===== config.mk =====
export PLATFORM = sky130hd
export DESIGN_NAME = cpu_io_port_flat
export DESIGN_NICKNAME = d
export VERILOG_FILES = /design/src/rtl/cpu_io_port_if.sv /design/src/rtl/cpu_io_port.sv /design/src/flat_wrapper.sv
export SDC_FILE = /design/constraint.sdc
export NUM_CORES = 1
export LEC_CHECK = 0
export CELL_PAD_IN_SITES_DETAIL_PLACEMENT = 0
export CELL_PAD_IN_SITES_GLOBAL_PLACEMENT = 1
export CORE_MARGIN = 2
export CORE_UTILIZATION = 35
export CTS_CLUSTER_DIAMETER = 30
export DETAILED_ROUTE_END_ITERATION = 10
export HOLD_SLACK_MARGIN = 0.02
export PLACE_DENSITY = 0.67
export SETUP_SLACK_MARGIN = 0.4
export SLEW_MARGIN = 20
export SYNTH_ARGS = -nofsm -noshare
export SYNTH_HDL_FRONTEND = slang
export SYNTH_SLANG_ARGS = --single-unit

===== constraint.sdc =====
create_clock -name clk -period 2.95 [get_ports clk]
set_clock_uncertainty 0.15 [all_clocks]
set_input_delay 0.4425 -clock clk [delete_from_list [all_inputs] [get_ports clk]]
set_output_delay 0.4425 -clock clk [all_outputs]
set_load 0.1 [all_outputs]

===== src/rtl/cpu_io_port_if.sv =====
`default_nettype none
// ============================================================================
// Module      : cpu_io_port_if
// Description : Signal bundle for cpu_io_port. Groups the CPU OUT/IN strobes
//               and data with the external TX/RX valid/ready handshakes.
//               slave  - seen by the port itself
//               master - seen by the CPU/external environment
// Signals     : cpu_out_wr, cpu_out_data[7:0], cpu_in_rd, cpu_in_data[31:0],
//               ext_tx_valid, ext_tx_data[7:0], ext_tx_ready,
//               ext_rx_valid, ext_rx_data[7:0], ext_rx_ready
// Revision    : 1.0 - initial release
// ============================================================================
interface cpu_io_port_if;
  logic        cpu_out_wr;
  logic [7:0]  cpu_out_data;
  logic        cpu_in_rd;
  logic [31:0] cpu_in_data;
  logic        ext_tx_valid;
  logic [7:0]  ext_tx_data;
  logic        ext_tx_ready;
  logic        ext_rx_valid;
  logic [7:0]  ext_rx_data;
  logic        ext_rx_ready;

  modport slave (
    input  cpu_out_wr, cpu_out_data, cpu_in_rd,
    input  ext_tx_ready, ext_rx_valid, ext_rx_data,
    output cpu_in_data, ext_tx_valid, ext_tx_data, ext_rx_ready
  );

  modport master (
    output cpu_out_wr, cpu_out_data, cpu_in_rd,
    output ext_tx_ready, ext_rx_valid, ext_rx_data,
    input  cpu_in_data, ext_tx_valid, ext_tx_data, ext_rx_ready
  );
endinterface
`default_nettype wire


===== src/rtl/cpu_io_port.sv =====
`default_nettype none
// ============================================================================
// Module      : cpu_io_port
// Description : Byte-wide CPU I/O port. CPU OUT bytes queue in a TX FIFO for
//               an external consumer; external bytes queue in an RX FIFO for
//               CPU IN reads. Each read returns {16'h0, status, byte}.
//               Optional macro CPU_IO_PORT_LOOPBACK_EN adds a 'loopback'
//               input that routes TX head into RX internally.
// Ports       : clk, rst (async, active-high)
//               bus (cpu_io_port_if.slave) - CPU strobes/data, ext handshakes
//               loopback (only with CPU_IO_PORT_LOOPBACK_EN)
// Status byte : [0] rx_avail [1] tx_full [2] tx_empty [3] tx_ovf [4] rx_udf
// Revision    : 1.0 - initial release
// ============================================================================
module cpu_io_port #(
  parameter int DEPTH_LOG2 = 2
) (
  input  wire logic         clk,
  input  wire logic         rst,
`ifdef CPU_IO_PORT_LOOPBACK_EN
  input  wire logic         loopback,
`endif
  cpu_io_port_if.slave      bus
);

  localparam int                    c_DEPTH   = 1 << DEPTH_LOG2;
  localparam logic [DEPTH_LOG2:0]   c_FULL    = (DEPTH_LOG2+1)'(c_DEPTH);
  localparam logic [DEPTH_LOG2:0]   c_CNT_ONE = (DEPTH_LOG2+1)'(1);
  localparam logic [DEPTH_LOG2-1:0] c_PTR_ONE = DEPTH_LOG2'(1);

  // TX FIFO state
  logic [7:0]            r_tx_mem [c_DEPTH];
  logic [DEPTH_LOG2-1:0] r_tx_wp, r_tx_rp;
  logic [DEPTH_LOG2:0]   r_tx_cnt;
  logic                  r_tx_ovf;

  // RX FIFO state
  logic [7:0]            r_rx_mem [c_DEPTH];
  logic [DEPTH_LOG2-1:0] r_rx_wp, r_rx_rp;
  logic [DEPTH_LOG2:0]   r_rx_cnt;
  logic                  r_rx_udf;

  logic [31:0]           r_in_data;

  logic                  w_tx_nempty, w_tx_full, w_rx_nempty, w_rx_full;
  logic                  w_tx_push, w_tx_pop, w_rx_push, w_rx_pop;
  logic                  w_tx_ovf_set, w_rx_udf_set;
  logic [7:0]            w_rx_wdata, w_rx_byte, w_status;
  logic [DEPTH_LOG2:0]   w_tx_cnt_nxt, w_rx_cnt_nxt;

  assign w_tx_nempty = (r_tx_cnt != '0);
  assign w_tx_full   = (r_tx_cnt == c_FULL);
  assign w_rx_nempty = (r_rx_cnt != '0);
  assign w_rx_full   = (r_rx_cnt == c_FULL);

  // Outputs depend only on registered state; memories reset to zero so the
  // head reads 8'h00 out of reset.
  assign bus.ext_tx_data = r_tx_mem[r_tx_rp];

`ifdef CPU_IO_PORT_LOOPBACK_EN
  logic w_lb_xfer;
  assign bus.ext_tx_valid = w_tx_nempty & ~loopback;
  assign bus.ext_rx_ready = ~w_rx_full & ~loopback;
  assign w_lb_xfer        = loopback & w_tx_nempty & ~w_rx_full;
  assign w_tx_pop         = w_lb_xfer | (bus.ext_tx_valid & bus.ext_tx_ready);
  assign w_rx_push        = w_lb_xfer | (bus.ext_rx_valid & bus.ext_rx_ready);
  assign w_rx_wdata       = loopback ? r_tx_mem[r_tx_rp] : bus.ext_rx_data;
`else
  assign bus.ext_tx_valid = w_tx_nempty;
  assign bus.ext_rx_ready = ~w_rx_full;
  assign w_tx_pop         = bus.ext_tx_valid & bus.ext_tx_ready;
  assign w_rx_push        = bus.ext_rx_valid & bus.ext_rx_ready;
  assign w_rx_wdata       = bus.ext_rx_data;
`endif

  // A write into a full FIFO is accepted only if the head leaves this cycle.
  assign w_tx_push    = bus.cpu_out_wr & (~w_tx_full | w_tx_pop);
  assign w_tx_ovf_set = bus.cpu_out_wr & w_tx_full & ~w_tx_pop;

  // A read of an empty RX underflows even if a byte arrives this cycle.
  assign w_rx_pop     = bus.cpu_in_rd & w_rx_nempty;
  assign w_rx_udf_set = bus.cpu_in_rd & ~w_rx_nempty;
  assign w_rx_byte    = w_rx_pop ? r_rx_mem[r_rx_rp] : 8'h00;

  always_comb begin
    w_tx_cnt_nxt = r_tx_cnt;
    case ({w_tx_push, w_tx_pop})
      2'b10:   w_tx_cnt_nxt = r_tx_cnt + c_CNT_ONE;
      2'b01:   w_tx_cnt_nxt = r_tx_cnt - c_CNT_ONE;
      default: w_tx_cnt_nxt = r_tx_cnt;
    endcase
  end

  always_comb begin
    w_rx_cnt_nxt = r_rx_cnt;
    case ({w_rx_push, w_rx_pop})
      2'b10:   w_rx_cnt_nxt = r_rx_cnt + c_CNT_ONE;
      2'b01:   w_rx_cnt_nxt = r_rx_cnt - c_CNT_ONE;
      default: w_rx_cnt_nxt = r_rx_cnt;
    endcase
  end

  // Status reflects occupancy and sticky bits after this cycle's updates.
  assign w_status = {3'b000,
                     r_rx_udf | w_rx_udf_set,
                     r_tx_ovf | w_tx_ovf_set,
                     (w_tx_cnt_nxt == '0),
                     (w_tx_cnt_nxt == c_FULL),
                     (w_rx_cnt_nxt != '0)};

  always_ff @(posedge clk or posedge rst) begin
    if (rst) begin
      for (int i = 0; i < c_DEPTH; i++) r_tx_mem[i] <= 8'h00;
      r_tx_wp  <= '0;
      r_tx_rp  <= '0;
      r_tx_cnt <= '0;
      r_tx_ovf <= 1'b0;
    end else begin
      if (w_tx_push) begin
        r_tx_mem[r_tx_wp] <= bus.cpu_out_data;
        r_tx_wp           <= r_tx_wp + c_PTR_ONE;
      end
      if (w_tx_pop) r_tx_rp <= r_tx_rp + c_PTR_ONE;
      r_tx_cnt <= w_tx_cnt_nxt;
      r_tx_ovf <= r_tx_ovf | w_tx_ovf_set;
    end
  end

  always_ff @(posedge clk or posedge rst) begin
    if (rst) begin
      for (int i = 0; i < c_DEPTH; i++) r_rx_mem[i] <= 8'h00;
      r_rx_wp   <= '0;
      r_rx_rp   <= '0;
      r_rx_cnt  <= '0;
      r_rx_udf  <= 1'b0;
      r_in_data <= 32'h0000_0000;
    end else begin
      if (w_rx_push) begin
        r_rx_mem[r_rx_wp] <= w_rx_wdata;
        r_rx_wp           <= r_rx_wp + c_PTR_ONE;
      end
      if (w_rx_pop) r_rx_rp <= r_rx_rp + c_PTR_ONE;
      r_rx_cnt <= w_rx_cnt_nxt;
      r_rx_udf <= r_rx_udf | w_rx_udf_set;
      if (bus.cpu_in_rd) r_in_data <= {16'h0000, w_status, w_rx_byte};
    end
  end

  assign bus.cpu_in_data = r_in_data;

endmodule
`default_nettype wire


===== src/flat_wrapper.sv =====
// flat-port wrapper written by rule: the top's interface ports become plain ports
module cpu_io_port_flat 
#(
  parameter int DEPTH_LOG2 = 2
)
  (clk, rst, bus_cpu_out_wr, bus_cpu_out_data, bus_cpu_in_rd, bus_ext_tx_ready, bus_ext_rx_valid, bus_ext_rx_data, bus_cpu_in_data, bus_ext_tx_valid, bus_ext_tx_data, bus_ext_rx_ready);
  cpu_io_port_if bus_i ();
  input  wire logic clk;
  input  wire logic rst;
  input wire logic [$bits(bus_i.cpu_out_wr)-1:0] bus_cpu_out_wr;
  input wire logic [$bits(bus_i.cpu_out_data)-1:0] bus_cpu_out_data;
  input wire logic [$bits(bus_i.cpu_in_rd)-1:0] bus_cpu_in_rd;
  input wire logic [$bits(bus_i.ext_tx_ready)-1:0] bus_ext_tx_ready;
  input wire logic [$bits(bus_i.ext_rx_valid)-1:0] bus_ext_rx_valid;
  input wire logic [$bits(bus_i.ext_rx_data)-1:0] bus_ext_rx_data;
  output wire logic [$bits(bus_i.cpu_in_data)-1:0] bus_cpu_in_data;
  output wire logic [$bits(bus_i.ext_tx_valid)-1:0] bus_ext_tx_valid;
  output wire logic [$bits(bus_i.ext_tx_data)-1:0] bus_ext_tx_data;
  output wire logic [$bits(bus_i.ext_rx_ready)-1:0] bus_ext_rx_ready;
  assign bus_i.cpu_out_wr = bus_cpu_out_wr;
  assign bus_i.cpu_out_data = bus_cpu_out_data;
  assign bus_i.cpu_in_rd = bus_cpu_in_rd;
  assign bus_i.ext_tx_ready = bus_ext_tx_ready;
  assign bus_i.ext_rx_valid = bus_ext_rx_valid;
  assign bus_i.ext_rx_data = bus_ext_rx_data;
  assign bus_cpu_in_data = bus_i.cpu_in_data;
  assign bus_ext_tx_valid = bus_i.ext_tx_valid;
  assign bus_ext_tx_data = bus_i.ext_tx_data;
  assign bus_ext_rx_ready = bus_i.ext_rx_ready;
  cpu_io_port #(.DEPTH_LOG2(DEPTH_LOG2)) u_core (.clk(clk), .rst(rst), .bus(bus_i));
endmodule

==> flow_metrics.env <==
export IMPL_critPathMaxStageDelay_ns=0.47
export IMPL_synth_common_cells="dfrtp_1 (93), mux2_2 (62), buf_4 (19), mux4_2 (16), inv_1 (11)"
export IMPL_worst_pin_slew_ns=0.652
export IMPL_drv_slew=0
export IMPL_yosysUniqueCellTypes=43
export IMPL_grt_pass1_wl_um=13400
export IMPL_core_area_um2=12100
export IMPL_hold_class="register to register"
export IMPL_fillCellCount=1121
export IMPL_grt_pass1_vias=2593
export IMPL_async_flop_share=1.00
export IMPL_status="finished clean"
export IMPL_wl_per_cell_um=15.3
export IMPL_worstPathMaxFanout=4
export IMPL_synthXorXnorAreaFrac=0.0222
export IMPL_yosysTopAreaCellShare=0.537
export IMPL_via_count=2395
export IMPL_cp_top_family="adder cells"
export IMPL_finalSetupViolations=0
export IMPL_setup_tns_final_ns=0
export IMPL_critical_path_cell_chain="nor3_1 > nand2b_1 > inv_2 > ha_1 > inv_1 > fa_1 > mux2i_1 > or3_1 > o22a_1"
export IMPL_die_y_um=115
export IMPL_yosysWarnings=0
export IMPL_antenna_found_initial=0
export IMPL_die_x_um=115
export IMPL_synth_simple_gate_area_frac=0.0534
export IMPL_cp_end_kind="register"
export IMPL_worstPathArrival_ns=2.40
export IMPL_layout_min_cycle_time_ns=2.33
export IMPL_synth_cells=292
export IMPL_fmax_ghz=0.429
export IMPL_start_kind="register"
export IMPL_yosys_mux_area_fraction=0.257
export IMPL_crit_type="register to register"
export IMPL_drt_initial_drc_count=44
export IMPL_timing_slew_headroom=0.566
export IMPL_rows=40
export IMPL_cts_num_sinks=93
export IMPL_cts_setup_buffers=0
export IMPL_gr_total_overflow=0
export IMPL_dieArea_um2=13300
export IMPL_io_buffers=44
export IMPL_drt_first_pass_iters=3
export IMPL_fin_nets=382
export IMPL_yosysMostFrequentCell="dfrtp_1"
export IMPL_viasPerCell=4.60
export IMPL_avgSynthCellArea_um2=14.8
export IMPL_max_cap_violations=0
export IMPL_grt_util_all_layers=0.133
export IMPL_place_hpwl_um=5500
export IMPL_htreeDepth=3
export IMPL_cts_clk_slew_worst_paths_ns=0.06
export IMPL_rrSetupSlack_ns=0.62
export IMPL_drive_above_1_share=0.405
export IMPL_synth_compound_area_share=0.0427
export IMPL_synth_edf_count=0
export IMPL_grt_max_degree=50
export IMPL_fin_crit_sh=0.790
export IMPL_synth_area_leaders="dfrtp_1 (54%), mux2_2 (16%), mux4_2 (8.3%), buf_4 (3.3%), ha_1 (2.6%)"
export IMPL_synth_ff_type="dfrtp_1"
export IMPL_clkLatencyLatePin_ns=0.34
export IMPL_cts_tree="yes"
export IMPL_ant_nets=0
export IMPL_ys_ff_latch=93
export IMPL_cts_inserted_buffers=9
export IMPL_synthAdderAreaFrac=0.0352
export IMPL_cts_buffer_depth=2
export IMPL_gp_congestion=0.721
export IMPL_cp_required_ns=3.02
export IMPL_hold_viol=0
export IMPL_post_route_drc_count=0
export IMPL_syn_area_um2=4330
export IMPL_syn2layout_area_growth_pct=20.0
export IMPL_crit_buf_inv=2
export IMPL_wl_um=7980
export IMPL_synth_top_family_by_area="multiplexers"
export IMPL_cts_root_buf="clkbuf_16"
export IMPL_start_util=0.359
export IMPL_ios=64
export IMPL_synth_top_area_cell="dfrtp_1"
export IMPL_diodes=0
export IMPL_yosysSeqAreaShare=0.537
export IMPL_critPathSlowestCell="fa_1"
export IMPL_rsz0062_at_grt="false"
-- cell families (layout without fill, tap and decap cells) --
kind of cell,count (synthesis),in the layout
flip-flops,93,93
multiplexers,83,83
buffers and inverters,39,82
AND/OR/NAND/NOR,32,32
AO/OA/AOI/OAI,22,22
adder cells (fa/ha/maj),11,11
XOR/XNOR,11,11
other,1,19
-- layout by cell type, fill, tap and decap left out, drive strengths merged, types with 3 or more instances in the layout --
cell type | Yosys | final
a22o | 8 | 8
buf | 24 | 32
clkbuf | 1 | 9
clkdlybuf4s50 | 0 | 21
clkinv | 1 | 3
clkinvlp | 0 | 3
conb | 1 | 19
dfrtp | 93 | 93
ha | 9 | 9
inv | 13 | 13
mux2 | 65 | 65
mux4 | 16 | 16
nand2 | 15 | 15
nor2 | 4 | 4
o22a | 3 | 3
xnor2 | 9 | 9
-- what timing repair did --
item	4_1_cts	5_1_grt
gates resized for setup	1	0
hold buffers	0	0
endpoints found under the setup margin	7	0
hold endpoints to repair	0	0
-- metrics by stage --
step	hold WS, ns	cells	setup WS, ns	util	area (µm²)
3_5_place_dp	0.289	506	0.279	0.407	4910
5_1_grt	0.318	521	0.403	0.431	5200
4_1_cts	0.305	521	0.581	0.431	5200
2_1_floorplan	0.269	310	0.566	-	4400
3_3_place_gp	0.280	506	0.311	0.407	4910
6_report	0.303	521	0.619	0.431	5200
-- worst paths after layout --
| kind | start | cells after the start | to |
|---|---|---|---|
| hold / removal | u_core.r_tx_ovf | 1 | u_core.r_tx_ovf |
| max in group asynchronous | rst | 3 | u_core.bus.cpu_in_data[8] |
| setup / recovery | u_core.r_rx_cnt[2] | 9 | u_core.bus.cpu_in_data[8] |
| hold reg to reg | u_core.r_tx_ovf | 1 | u_core.r_tx_ovf |
| min in group asynchronous | rst | 2 | u_core.r_tx_mem[16] |
| setup reg to reg | u_core.r_rx_cnt[2] | 9 | u_core.bus.cpu_in_data[8] |
-- flip-flops by register name, indices dropped and copies added, names as in the netlist --
signal	cells
u_core.bus.cpu_in_data	13
u_core.r_rx_wp	2
u_core.r_tx_ovf	1
u_core.r_rx_udf	1
u_core.r_tx_wp	2
u_core.r_rx_mem	32
u_core.r_tx_rp	2
u_core.r_rx_cnt	3
u_core.r_tx_mem	32
u_core.r_rx_rp	2
u_core.r_tx_cnt	3
-- layout make-up --
cell class              count  area (µm²)  area share
multi-input cells         178        1850       0.356
clock inverters             6        63.8      0.0123
well taps                 168         210      0.0405
inverters                  14        56.3      0.0108
clock buffers               9         225      0.0433
repair buffers             53         463      0.0891
flip-flops and latches     93        2330       0.448
-- layer usage --
metal  share of wire  global-route usage
met2            0.51               0.225
met5               0                   0
met3           0.038              0.0374
met1            0.44               0.166
met4           0.013              0.0434
Power is not shown: default switching activity piles up to over one toggle a cycle in this logic, so the estimate is an artifact.
